**src/rtl/mult_result_writer_pkg.sv**
```systemverilog
// Shared definitions for the multiplier result writer: default widths and
// the collection state machine encoding.
package mult_result_writer_pkg;

    localparam int DEFAULT_DATA_WIDTH = 64;
    localparam int DEFAULT_ADDR_WIDTH = 9;
    localparam int DEFAULT_CTRL_WIDTH = 8;

    typedef enum logic [1:0] {
        ST_IDLE    = 2'd0,
        ST_COLLECT = 2'd1,
        ST_OVF     = 2'd2
    } state_t;

endpackage

```
**src/rtl/mult_result_writer.sv**
```systemverilog
// Collects product limbs (least significant first) from the multiplier,
// writes them to the result memory one cycle later, and reports the
// significant limb count and zero flag when the final limb arrives.
// Limbs past the memory depth are dropped and flagged as overflow.
module mult_result_writer
    import mult_result_writer_pkg::*;
#(
    parameter int g_data_width = DEFAULT_DATA_WIDTH,
    parameter int g_addr_width = DEFAULT_ADDR_WIDTH
) (
    input  logic                    pi_clk,
    input  logic                    pi_rst_n,
    input  logic                    pi_ctrl_valid_n,
    input  logic [g_data_width-1:0] pi_data,
    input  logic                    pi_data_wr_en,
    input  logic                    pi_data_last,
    input  logic                    pi_data_zero,
    output logic [g_addr_width-1:0] po_mem_addr,
    output logic [g_data_width-1:0] po_mem_data,
    output logic                    po_mem_wr_en,
    output logic [g_addr_width:0]   po_size,
    output logic                    po_size_valid,
    output logic                    po_zero,
    output logic                    po_overflow,
    output logic                    po_busy
);

    localparam logic [g_addr_width:0] SIZE_ONE = (g_addr_width + 1)'(1);

    state_t                  state_reg,      state_next;
    logic [g_addr_width-1:0] counter_reg,    counter_next;
    logic [g_addr_width-1:0] hi_index_reg,   hi_index_next;
    logic                    nz_seen_reg,    nz_seen_next;
    logic                    overflow_reg,   overflow_next;
    logic [g_addr_width-1:0] mem_addr_reg,   mem_addr_next;
    logic [g_data_width-1:0] mem_data_reg,   mem_data_next;
    logic                    mem_wr_en_reg,  mem_wr_en_next;
    logic [g_addr_width:0]   size_reg,       size_next;
    logic                    size_valid_reg, size_valid_next;
    logic                    zero_reg,       zero_next;

    // Per-beat helpers: the OR reduction marks a nonzero limb, and the
    // "incl" values already account for the beat presented this cycle so the
    // final limb contributes to the reported size.
    logic                    beat_nonzero;
    logic                    beat_accept;
    logic [g_addr_width-1:0] hi_incl;
    logic                    nz_incl;

    assign beat_nonzero = |pi_data;

    // State register and all registered outputs; reset clears everything.
    always_ff @(posedge pi_clk or negedge pi_rst_n) begin
        if (!pi_rst_n) begin
            state_reg      <= ST_IDLE;
            counter_reg    <= '0;
            hi_index_reg   <= '0;
            nz_seen_reg    <= 1'b0;
            overflow_reg   <= 1'b0;
            mem_addr_reg   <= '0;
            mem_data_reg   <= '0;
            mem_wr_en_reg  <= 1'b0;
            size_reg       <= '0;
            size_valid_reg <= 1'b0;
            zero_reg       <= 1'b0;
        end else begin
            state_reg      <= state_next;
            counter_reg    <= counter_next;
            hi_index_reg   <= hi_index_next;
            nz_seen_reg    <= nz_seen_next;
            overflow_reg   <= overflow_next;
            mem_addr_reg   <= mem_addr_next;
            mem_data_reg   <= mem_data_next;
            mem_wr_en_reg  <= mem_wr_en_next;
            size_reg       <= size_next;
            size_valid_reg <= size_valid_next;
            zero_reg       <= zero_next;
        end
    end

    // Next-state, memory write and finalisation logic.
    always_comb begin
        state_next      = state_reg;
        counter_next    = counter_reg;
        hi_index_next   = hi_index_reg;
        nz_seen_next    = nz_seen_reg;
        overflow_next   = overflow_reg;
        mem_addr_next   = mem_addr_reg;
        mem_data_next   = mem_data_reg;
        mem_wr_en_next  = 1'b0;
        size_next       = size_reg;
        size_valid_next = 1'b0;
        zero_next       = zero_reg;

        // Beats arriving after the memory is full are not stored and do not
        // affect the significant limb count.
        beat_accept = pi_data_wr_en && (state_reg != ST_OVF);
        hi_incl     = hi_index_reg;
        nz_incl     = nz_seen_reg;
        if (beat_accept && beat_nonzero) begin
            hi_incl = counter_reg;
            nz_incl = 1'b1;
        end

        if (!pi_ctrl_valid_n) begin
            // Abort/arm: drop any partial result, including a beat presented
            // in the same cycle. Reported size/zero keep their last values.
            state_next    = ST_IDLE;
            counter_next  = '0;
            hi_index_next = '0;
            nz_seen_next  = 1'b0;
            overflow_next = 1'b0;
        end else if (pi_data_wr_en) begin
            if (beat_accept) begin
                mem_wr_en_next = 1'b1;
                mem_addr_next  = counter_reg;
                mem_data_next  = pi_data;
                counter_next   = counter_reg + 1'b1;
                hi_index_next  = hi_incl;
                nz_seen_next   = nz_incl;
            end else begin
                overflow_next = 1'b1;
            end

            if (pi_data_last) begin
                // Finalise: the pulse lines up with the last memory write
                // because both are registered from this same beat.
                size_valid_next = 1'b1;
                zero_next       = !nz_incl || pi_data_zero;
                size_next       = zero_next ? SIZE_ONE
                                            : ({1'b0, hi_incl} + SIZE_ONE);
                state_next      = ST_IDLE;
                counter_next    = '0;
                hi_index_next   = '0;
                nz_seen_next    = 1'b0;
            end else begin
                unique case (state_reg)
                    ST_IDLE:    state_next = ST_COLLECT;
                    ST_COLLECT: if (&counter_reg) state_next = ST_OVF;
                    ST_OVF:     state_next = ST_OVF;
                    default:    state_next = ST_IDLE;
                endcase
            end
        end
    end

    assign po_mem_addr   = mem_addr_reg;
    assign po_mem_data   = mem_data_reg;
    assign po_mem_wr_en  = mem_wr_en_reg;
    assign po_size       = size_reg;
    assign po_size_valid = size_valid_reg;
    assign po_zero       = zero_reg;
    assign po_overflow   = overflow_reg;
    assign po_busy       = (state_reg != ST_IDLE);

endmodule

```
**config.mk**
```make
export PLATFORM = sky130hd
export DESIGN_NAME = mult_result_writer
export DESIGN_NICKNAME = d
export VERILOG_FILES = /design/src/rtl/mult_result_writer_pkg.sv /design/src/rtl/mult_result_writer.sv
export SDC_FILE = /design/constraint.sdc
export NUM_CORES = 1
export LEC_CHECK = 0
export ABC_AREA = 1
export BUFFER_PORTS_ARGS = -buffer_cell sky130_fd_sc_hd__buf_4
export CAP_MARGIN = 15
export CORE_AREA = 2 2 78 135
export DETAILED_ROUTE_END_ITERATION = 12
export DIE_AREA = 0 0 80 137
export GPL_ROUTABILITY_DRIVEN = 0
export PLACE_DENSITY_LB_ADDON = 0.3
export SLEW_MARGIN = 10
export SYNTH_ARGS = -nofsm -noshare
export SYNTH_HDL_FRONTEND = slang
export SYNTH_SLANG_ARGS = --single-unit
```
**constraint.sdc**
```tcl
create_clock -name pi_clk -period 4.6 [get_ports pi_clk]
set_input_delay 0.92 -clock pi_clk [delete_from_list [all_inputs] [get_ports pi_clk]]
set_output_delay 0.92 -clock pi_clk [all_outputs]
set_load 0.005 [all_outputs]
```
==> flow_metrics.env <==
export IMPL_h_tree_depth=3
export IMPL_nFillCells=864
export IMPL_ys_warnings_count=0
export IMPL_final_common_cell="nand2_1"
export IMPL_die_x_um=80
export IMPL_drt_total_wl_um=12290
export IMPL_rr_worst_depth=7
export IMPL_post_drt_wl_per_cell_um=14.29
export IMPL_io_pins=158
export IMPL_place_inst=843
export IMPL_cts_sinks=108
export IMPL_dieArea_sq_um=10960
export IMPL_yosysSeqAreaShare_pct=56.28
export IMPL_dr_first_iter_drc_count=255
export IMPL_post_cts_buffers=0
export IMPL_worst_pin_slew_ns=1.036
export IMPL_grt_usage_pct=23.29
export IMPL_seq_area_sq_um=2703
export IMPL_route_vias_total=4264
export IMPL_synth_net_count=654
export IMPL_largest_register_ffs=64
export IMPL_drcViolationCount=0
export IMPL_drt_antenna_violating_nets=0
export IMPL_clockRootBuffer="clkbuf_16"
export IMPL_core_sq_um=9849
export IMPL_final_cells=860
export IMPL_worstReg2RegStart="state_reg[0]"
export IMPL_ys_ff_latch=108
export IMPL_grt_max_degree=84
export IMPL_drv_slew=0
export IMPL_end_kind="flip-flop"
export IMPL_numCtsBuffers=9
export IMPL_p_leak_nw=3.428
export IMPL_antenna_found_initial=0
export IMPL_timing_final_ws_setup_ns=2.118
export IMPL_final_cell_area_sq_um=6377
export IMPL_ff2ff_setup_slack_ns=2.13
export IMPL_drive_above_1_share_pct=28.03
export IMPL_ir_worst_vdd_mv=0.2450
export IMPL_overflow=0
export IMPL_run_status="complete, no violations"
export IMPL_finalPower_mw=2.327
export IMPL_place_hpwl_um=9007
export IMPL_cts_resized=0
export IMPL_portBuffers=157
export IMPL_startpoint_type="primary input"
export IMPL_dieHeight_um=137
export IMPL_cp_required_ns=4.83
export IMPL_num_rows=48
export IMPL_grt_pass1_vias=4325
export IMPL_r2r_end="po_mem_data[61]"
export IMPL_fin_hold_ws_ns=0.4413
export IMPL_slew_headroom_pct=30.80
export IMPL_clockBufferDepth=2
export IMPL_setup_viol=0
export IMPL_cap_violations=0
export IMPL_cts_hold_buffers=0
export IMPL_multi_input_area_sq_um=1884
export IMPL_synthArstFlopShare_pct=100.0
export IMPL_syn_area_per_cell_sq_um=8.308
export IMPL_yosysUniqueCellTypes=30
export IMPL_synth_edf_count=0
export IMPL_crit_arrival_ns=2.71
export IMPL_placed_cell_area_sq_um=6057
export IMPL_vias_per_cell=4.958
export IMPL_rsz0062_at_grt="no"
export IMPL_powerDensity_nw_per_um2=364.9
export IMPL_grt_pass1_wl_um=19930
export IMPL_synth_ff_type="dfrtp_1"
export IMPL_clock_latency_ns=0.35
export IMPL_clock_skew_ns=0.006427
export IMPL_nNetsFinal=806
export IMPL_setup_tns_ns=0
export IMPL_dr_pass1_iters=4
export IMPL_finalCritPeriodShare_pct=53.95
export IMPL_start_util_pct=48.76
export IMPL_area_delta_synth_final_pct=32.80
export IMPL_finalHoldViolations=0
export IMPL_synth_cells=578
export IMPL_final_cell_mix="nand2_1 (268), buf_4 (159), dfrtp_1 (108)"
export IMPL_fmax_ghz=0.4030
export IMPL_dp_slack_ns=1.745
export IMPL_clk_pin_slew_worst_paths_ns=0.07
export IMPL_hold_path_class="in -> async"
export IMPL_synth_area_sq_um=4802
export IMPL_period_needed_ns=2.482
export IMPL_final_util_pct=64.75
export IMPL_tritoncts="done"
export IMPL_antenna_cells=0
export IMPL_critPathKind="in -> reg"
export IMPL_cp_max_fo=13
[cells in the mapped netlist, types with 2 or more instances]
cell | instances | area (sq um)
o21ai_1 | 4 | 20.02
inv_1 | 28 | 105.1
buf_2 | 8 | 40.04
nand2_2 | 5 | 31.28
clkbuf_1 | 10 | 37.54
dfrtp_1 | 108 | 2703
a21oi_1 | 9 | 45.04
nor3_1 | 3 | 15.01
ha_1 | 6 | 75.07
nor2_1 | 50 | 187.7
inv_2 | 3 | 11.26
o21ai_0 | 22 | 110.1
nand4_1 | 2 | 12.51
a32o_1 | 2 | 20.02
nor2_2 | 6 | 37.54
nand2_4 | 9 | 101.4
nor2_4 | 3 | 33.78
nand3_1 | 19 | 95.09
nand2_1 | 269 | 1010
a31oi_1 | 2 | 12.51
[worst max-delay path, cell delays in order]
cell and delay, ns:
buf_4 0.11, nor2_1 0.14, nand2_1 0.07, nor2_1 0.09, nand2_1 0.10, nor2_2 0.18, nand2_4 0.11, nand2_4 0.19
nand2_4 0.07, nand2_4 0.09, ha_1 0.19, nand2_2 0.09, nor2_4 0.15, nand2_1 0.06, nand2_1 0.06, nand3_1 0.07
[per-layer routing]
| metal | part of all wire [%] | up-vias | GRT usage, % |
|---|---|---|---|
| met5 | 0 | - | 0 |
| met1 | 37 | 2027 | 27.03 |
| li1 | - | 2096 | - |
| met2 | 55 | 128 | 41.48 |
| met4 | 1.6 | 0 | 6.968 |
| met3 | 5.8 | 13 | 6.266 |
[worst max-delay path by stage]
stage	from	end
2_1_floorplan	pi_data[63]	po_size[8]
3_5_place_dp	pi_data_wr_en	po_mem_data[45]
3_3_place_gp	pi_data[53]	po_size[8]
6_report	pi_data[59]	po_size[8]
4_1_cts	state_reg[0]	po_mem_data[61]
5_1_grt	state_reg[0]	po_mem_data[45]
[cell families (layout without fill, tap and decap cells)]
kind of cell | after synthesis | after routing | synth area share, %
simple gates | 368 | 368 | 32.31
flops | 108 | 108 | 56.28
buf+inv | 51 | 208 | 4.534
compound gates | 45 | 45 | 5.316
fa+ha+maj | 6 | 6 | 1.563
[where the power goes]
part | total (mW) | internal (mW) | switching, mW
clock | 0.769 | 0.423 | 0.347
sequential | 1.12 | 1.05 | 0.0648
combinational | 0.438 | 0.222 | 0.216
total | 2.33 | 1.70 | 0.628
[final cells by class]
cell class | instances | share of cell area (%)
Clock buffer | 10 | 3.590
Clock inverter | 6 | 1.001
Multi-Input combinational cell | 419 | 29.55
Inverter | 32 | 1.883
Timing Repair Buffer | 160 | 19.15
Sequential cell | 108 | 42.38
Tap cell | 125 | 2.452
(Power assumes the default switching activity.)
